File: src/rtl/sig_meas.sv
// sig_meas: loop-back signal measurement for the on-board waveform generator.
// Samples 8-bit unsigned ADC data once per clk, learns min/max over a training
// window, derives a mid-level threshold with hysteresis, then measures the
// period and high time of the signal along with min, max and peak-to-peak.
//
// Optional build macro: SIG_MEAS_AVG4_EN -- average four consecutive periods
// (14-bit accumulators, truncated divide by four). Undefined: one period.
//
// Ports:
//   clk       system clock, also the ADC sample clock
//   rst_n     asynchronous active-low reset
//   ad_data   ADC sample, unsigned, valid every clk
//   ad_clk    ADC clock (copy of clk)
//   start     single-cycle measurement request (ignored unless idle)
//   busy      high from the cycle after an accepted start until done
//   done      one-cycle pulse when a measurement finishes
//   err       0 ok, 1 flat signal, 2 timeout (holds until the next start)
//   period    samples per period
//   high_cnt  samples at high level within the period
//   vmax/vmin extreme samples seen during TRAIN and MEAS
//   vpp       vmax - vmin
//
// state | meaning
// IDLE  | waiting for start, running min/max held at 255/0
// TRAIN | WIN samples to learn min/max
// SYNC  | waiting for the first rising edge
// MEAS  | counting samples until the closing rising edge
// DONE  | publish results / error, pulse done
module sig_meas #(
  parameter int WIN     = 1024,
  parameter int MAX_PER = 4095,
  parameter int HYST    = 4
) (
  input  logic        clk,
  input  logic        rst_n,
  input  logic [7:0]  ad_data,
  output logic        ad_clk,
  input  logic        start,
  output logic        busy,
  output logic        done,
  output logic [1:0]  err,
  output logic [11:0] period,
  output logic [11:0] high_cnt,
  output logic [7:0]  vmax,
  output logic [7:0]  vmin,
  output logic [7:0]  vpp
);

  localparam logic [11:0] WIN12     = 12'(WIN);
  localparam logic [11:0] MAX_PER12 = 12'(MAX_PER);

  typedef enum logic [2:0] {S_IDLE, S_TRAIN, S_SYNC, S_MEAS, S_DONE} state_t;

  state_t      state, state_nxt;
  logic [7:0]  smp;
  logic [7:0]  run_min, run_max, mn_nxt, mx_nxt, span;
  logic [7:0]  thr_new, thr_hi_new, thr_lo_new, thr_hi, thr_lo;
  logic [8:0]  hi9;
  logic        flat, lvl, lvl_nxt, rise, last_per;
  logic [11:0] tmr, per_cnt, hi_cnt, per_inc, per_lat, hi_lat;
  logic [1:0]  code;

`ifdef SIG_MEAS_AVG4_EN
  logic [13:0] acc_per, acc_hi, per_sum, hi_sum;
  logic [1:0]  n_per;
  assign per_sum  = acc_per + {2'b00, per_cnt};
  assign hi_sum   = acc_hi + {2'b00, hi_cnt};
  assign last_per = (n_per == 2'd3);
`else
  assign last_per = 1'b1;
`endif

  assign ad_clk = clk;

  always_comb begin
    state_nxt  = state;
    mn_nxt     = (smp < run_min) ? smp : run_min;
    mx_nxt     = (smp > run_max) ? smp : run_max;
    span       = mx_nxt - mn_nxt;
    flat       = ({1'b0, span} < 9'(2 * HYST + 1));
    thr_new    = 8'((9'(mn_nxt) + 9'(mx_nxt)) >> 1);
    hi9        = {1'b0, thr_new} + 9'(HYST);
    thr_hi_new = hi9[8] ? 8'hFF : hi9[7:0];
    thr_lo_new = (thr_new < 8'(HYST)) ? 8'h00 : thr_new - 8'(HYST);
    rise       = ~lvl & (smp >= thr_hi);
    lvl_nxt    = lvl;
    if (rise)
      lvl_nxt = 1'b1;
    else if (lvl && (smp <= thr_lo))
      lvl_nxt = 1'b0;
    per_inc    = per_cnt + 12'd1;
    case (state)
      S_IDLE:  if (start) state_nxt = S_TRAIN;
      S_TRAIN: if (tmr == 12'd1) state_nxt = flat ? S_DONE : S_SYNC;
      S_SYNC: begin
        if (rise)
          state_nxt = S_MEAS;
        else if (tmr == 12'd1)
          state_nxt = S_DONE;
      end
      S_MEAS: begin
        if (rise) begin
          if (last_per) state_nxt = S_DONE;
        end else if (per_inc == MAX_PER12) begin
          state_nxt = S_DONE;
        end
      end
      S_DONE:  state_nxt = S_IDLE;
      default: state_nxt = S_IDLE;
    endcase
  end

  always_ff @(posedge clk or negedge rst_n) begin
    if (!rst_n) state <= S_IDLE;
    else        state <= state_nxt;
  end

  always_ff @(posedge clk or negedge rst_n) begin
    if (!rst_n) begin
      smp      <= 8'h00;
      run_min  <= 8'hFF;
      run_max  <= 8'h00;
      thr_hi   <= 8'h00;
      thr_lo   <= 8'h00;
      lvl      <= 1'b0;
      tmr      <= 12'd0;
      per_cnt  <= 12'd0;
      hi_cnt   <= 12'd0;
      per_lat  <= 12'd0;
      hi_lat   <= 12'd0;
      code     <= 2'd0;
      busy     <= 1'b0;
      done     <= 1'b0;
      err      <= 2'd0;
      period   <= 12'd0;
      high_cnt <= 12'd0;
      vmax     <= 8'h00;
      vmin     <= 8'h00;
      vpp      <= 8'h00;
`ifdef SIG_MEAS_AVG4_EN
      acc_per  <= 14'd0;
      acc_hi   <= 14'd0;
      n_per    <= 2'd0;
`endif
    end else begin
      smp  <= ad_data;
      done <= 1'b0;
      case (state)
        S_IDLE: begin
          run_min <= 8'hFF;
          run_max <= 8'h00;
          if (start) begin
            tmr     <= WIN12;
            per_cnt <= 12'd0;
            hi_cnt  <= 12'd0;
            code    <= 2'd0;
            err     <= 2'd0;
            busy    <= 1'b1;
          end
        end
        S_TRAIN: begin
          run_min <= mn_nxt;
          run_max <= mx_nxt;
          tmr     <= tmr - 12'd1;
          if (tmr == 12'd1) begin
            thr_hi <= thr_hi_new;
            thr_lo <= thr_lo_new;
            // initial level uses the bare threshold, not the hysteresis band
            lvl    <= (smp >= thr_new);
            tmr    <= MAX_PER12;
            if (flat) code <= 2'd1;
          end
        end
        S_SYNC: begin
          lvl <= lvl_nxt;
          tmr <= tmr - 12'd1;
          if (rise) begin
            per_cnt <= 12'd1;
            hi_cnt  <= 12'd1;
`ifdef SIG_MEAS_AVG4_EN
            acc_per <= 14'd0;
            acc_hi  <= 14'd0;
            n_per   <= 2'd0;
`endif
          end else if (tmr == 12'd1) begin
            code <= 2'd2;
          end
        end
        S_MEAS: begin
          lvl     <= lvl_nxt;
          run_min <= mn_nxt;
          run_max <= mx_nxt;
          per_cnt <= per_inc;
          if (lvl_nxt) hi_cnt <= hi_cnt + 12'd1;
          // the rise sample opens the next period, so the counts before it are exact
          if (rise) begin
`ifdef SIG_MEAS_AVG4_EN
            acc_per <= per_sum;
            acc_hi  <= hi_sum;
            n_per   <= n_per + 2'd1;
            per_cnt <= 12'd1;
            hi_cnt  <= 12'd1;
            per_lat <= 12'(per_sum >> 2);
            hi_lat  <= 12'(hi_sum >> 2);
`else
            per_lat <= per_cnt;
            hi_lat  <= hi_cnt;
`endif
          end else if (per_inc == MAX_PER12) begin
            code <= 2'd2;
          end
        end
        S_DONE: begin
          done <= 1'b1;
          busy <= 1'b0;
          err  <= code;
          if (code == 2'd0) begin
            period   <= per_lat;
            high_cnt <= hi_lat;
            vmax     <= run_max;
            vmin     <= run_min;
            vpp      <= run_max - run_min;
          end
        end
        default: ;
      endcase
    end
  end

endmodule
File: config.mk
export PLATFORM = sky130hd
export DESIGN_NAME = sig_meas
export DESIGN_NICKNAME = d
export VERILOG_FILES = /design/src/rtl/sig_meas.sv
export SDC_FILE = /design/constraint.sdc
export NUM_CORES = 1
export LEC_CHECK = 0
export ABC_AREA = 1
export CAP_MARGIN = 20
export CORE_ASPECT_RATIO = 0.6
export CORE_MARGIN = 2
export CORE_UTILIZATION = 45
export CTS_BUF_LIST = sky130_fd_sc_hd__clkbuf_16
export DETAILED_ROUTE_END_ITERATION = 10
export PLACE_DENSITY_LB_ADDON = 0.2
export SETUP_SLACK_MARGIN = 0.3
export SLEW_MARGIN = 25
export SYNTH_ARGS = -nofsm -noshare
export SYNTH_HDL_FRONTEND = slang
export SYNTH_SLANG_ARGS = --single-unit
File: constraint.sdc
create_clock -name clk -period 3.61 [get_ports clk]
set_input_delay 0.722 -clock clk [delete_from_list [all_inputs] [get_ports clk]]
set_output_delay 0.722 -clock clk [all_outputs]
set_load 0.01 [all_outputs]
==> reports/metrics.yaml <==
syn2layout_area_growth_pct: 28.8
path_depth: 25
post-route-min-period_ps: 3490
synth_flop_cell: "dfrtp_1"
p_comb_share_pct: 63.7
drt_iter0_markers: 656
dieArea_um2: 21600
rsz0062_at_grt: "true"
nets: 1358
post-route-cell-area_um2: 11800
die_h_um: 115
synth_nets: 1219
start_util_pct: 45.9
crit_path_top_delay_cell: "dfstp_2"
io_buffers: 63
yosysTopAreaCell: "dfrtp_1"
setup_tns_ps: 0
vias: 8067
syn_avg_cell_area_um2: 8.06
synth_edf_count: 0
clock_latency_ps: 550
vdd_drop_max_mv: 0.533
required_ps: 4050
fin_ws_ps: 124
synthesis.area_um2: 9190
async_flop_share_pct: 100
num_rows: 40
yosys_warnings: 0
antenna_found_initial: 0
synth_top_area_share_pct: 40.8
pwr-share-clk_pct: 14.9
drc_errors: 0
dpl.hpwl_um: 17900
r2r_cells: 25
p_per_area_nw_per_um2: 1070
drv_cap: 0
switchingPower_uw: 5940
grt.overflow.total: 0
diodes: 0
status: "completed"
swShare_pct: 46.8
synthTopCellsByCount: "nand2_1 (286), inv_1 (164), dfrtp_1 (150), o21ai_0 (115), ha_1 (66)"
yosysSeqAreaShare_pct: 43.1
path_class: "register to register"
synthMostInstantiatedCell: "nand2_1"
regToRegSetupSlack_ps: 120
cts_hold_buf: 0
finalCritPeriodShare_pct: 96.6
dpl_cell_area_um2: 10500
synth_cells: 1141
end_kind: "register"
setup_viol: 0
core_area_um2: 20000
hold_class: "primary input to async pin"
finClkSkew_ps: 13.4
drv_slew: 0
netlist_top_cells_area: "dfrtp_1 (41%), nand2_1 (12%), ha_1 (9.0%), inv_1 (6.7%), o21ai_0 (6.3%)"
final_hold_viol_count: 0
grt_max_degree: 64
die_x_um: 189
crit_fanout: 8
cp_data_arrival_time_ps: 3920
yosys_register_bits: 158
reg2reg_from: "run_min[3]"
worst_pin_slew_ps: 977
utilization_pct: 59.2
tritoncts: "done"
grt_usage_pct: 23.8
grt_pass1_wl_um: 40000
drt_first_pass_iters: 5
r2r_end: "lvl"
synth_cell_types: 51
drt_wl_total_um: 24600
cpPeakStageDelay_ps: 560
routedWlPerCell_um: 15.8
gp_congestion: 0.892
worst_setup_path_start_kind: "register"
cp.buffers_inverters: 2
drive_above_1_share_pct: 23.2
relSlewSlack_pct: 34.9
clock.fmax_mhz: 287
crit_family: "simple AND/OR/NAND/NOR gates"
vias_per_cell: 5.16
ios: 64
p_leak_uw: 0.00573
post-place-ws_ps: 18.7
power.sequential.fraction_pct: 21.4
cpMostUsedCell: "nand2_1"
grt_pass1_vias: 7587
clk_pin_slew_ps: 60
p_int_uw: 6750
ant_nets: 0
==> worst max-delay path by stage <==
stage                 to  startpoint  slack (ps)
6_report             lvl  run_min[3]         120
3_5_place_dp   thr_lo[4]  run_min[6]          20
5_1_grt              lvl  run_min[3]        -110
4_1_cts              lvl  run_min[5]         170
2_1_floorplan        lvl  run_min[5]         210
3_3_place_gp   thr_lo[6]  run_min[7]         100
==> logic make-up (layout without fill, tap and decap cells) <==
| family | Yosys count | in the layout | synth area share, % |
|---|---|---|---|
| AOI/OAI and AO/OA | 208 | 208 | 12.8 |
| xor gates and xnor gates | 21 | 21 | 2.00 |
| adders and majority gates | 67 | 67 | 9.20 |
| buffers and inverters | 197 | 347 | 8.29 |
| DFF | 158 | 158 | 43.1 |
| and+or+nand+nor | 490 | 490 | 24.6 |
==> stage by stage <==
step	total power, µW	hold WS, ps	instances
finish	12700	121	1564
global route	13700	146	1564
CTS	11900	129	1550
detailed placement	9400	463	1498
global placement	9320	456	1498
floorplan	7250	426	1141
==> power groups by stage <==
stage,Sequential (µW),Combinational [µW],Clock [µW]
global route,2780,8880,2020
floorplan,2760,4470,22.8
finish,2710,8080,1900
global placement,2730,6560,28.2
CTS,2710,7280,1950
detailed placement,2750,6620,28.2
==> flip-flops by register name, summed over array words and instances (netlist names), 12 cells and up <==
name / cells
hi_lat: 12
period: 12
tmr: 12
per_lat: 12
hi_cnt: 12
high_cnt: 12
per_cnt: 12
==> timing repair <==
action | in CTS | in global routing
pin swaps | 31 | 32
resized for setup | 49 | 68
setup buffers | 19 | 14
endpoints found under the setup margin | 20 | 27
==> metal layers <==
| layer | vias up | track usage [%] | share of wire, % |
|---|---|---|---|
| met5 | - | 0 | 0 |
| met4 | 0 | 6.35 | 1.1 |
| met3 | 24 | 6.62 | 7.3 |
| met2 | 245 | 30.5 | 38 |
| met1 | 3811 | 38.1 | 54 |
| li1 | 3987 | - | - |
==> layout by cell type (no fill, tap or decap), types with 4 or more instances in the layout <==
master	count
nand4_1	10
inv_1	153
xor2_1	20
buf_4	73
nor2_2	16
clkdlybuf4s50_1	62
a21oi_1	31
nor2_1	44
a21oi_2	10
nand3_1	47
nor2_4	8
o21ai_0	106
dfstp_2	8
inv_2	18
o21ai_1	6
nand2_2	52
nand2_4	22
clkbuf_16	20
ha_4	12
nand3_2	12
o22ai_1	18
nor3_1	10
nand2_1	253
dfrtp_1	147
ha_1	53
clkinvlp_4	4
==> layout make-up <==
| cell class | count | area [µm²] |
|---|---|---|
| fillers | 1789 | 8170 |
| well taps | 273 | 342 |
| clock buffers | 21 | 510 |
| flip-flops and latches | 158 | 3970 |
| clock inverters | 13 | 119 |
| inverters | 174 | 663 |
| repair buffers | 139 | 1230 |
| multi-input cells | 786 | 5010 |
==> worst reg2reg max path, cell delays in order, from the launching register on <==
cell,delay [ps]
dfstp_2,560
inv_1,80
ha_1,300
a21oi_1,180
nand2_2,100
nand2_4,140
nand2_8,120
nand2_4,100
o21ai_4,60
ha_4,180
ha_4,160
nor2_4,120
nor2_4,50
nor2_1,90
inv_1,60
ha_1,270
a21boi_1,130
o21a_1,170
o21ai_1,120
nand2_1,80
nand3_2,70
nand2_1,40
nand3_1,60
nand2_1,50
nand2_1,50
nand2_1,40
No activity file was read; power rests on OpenSTA's default activity.
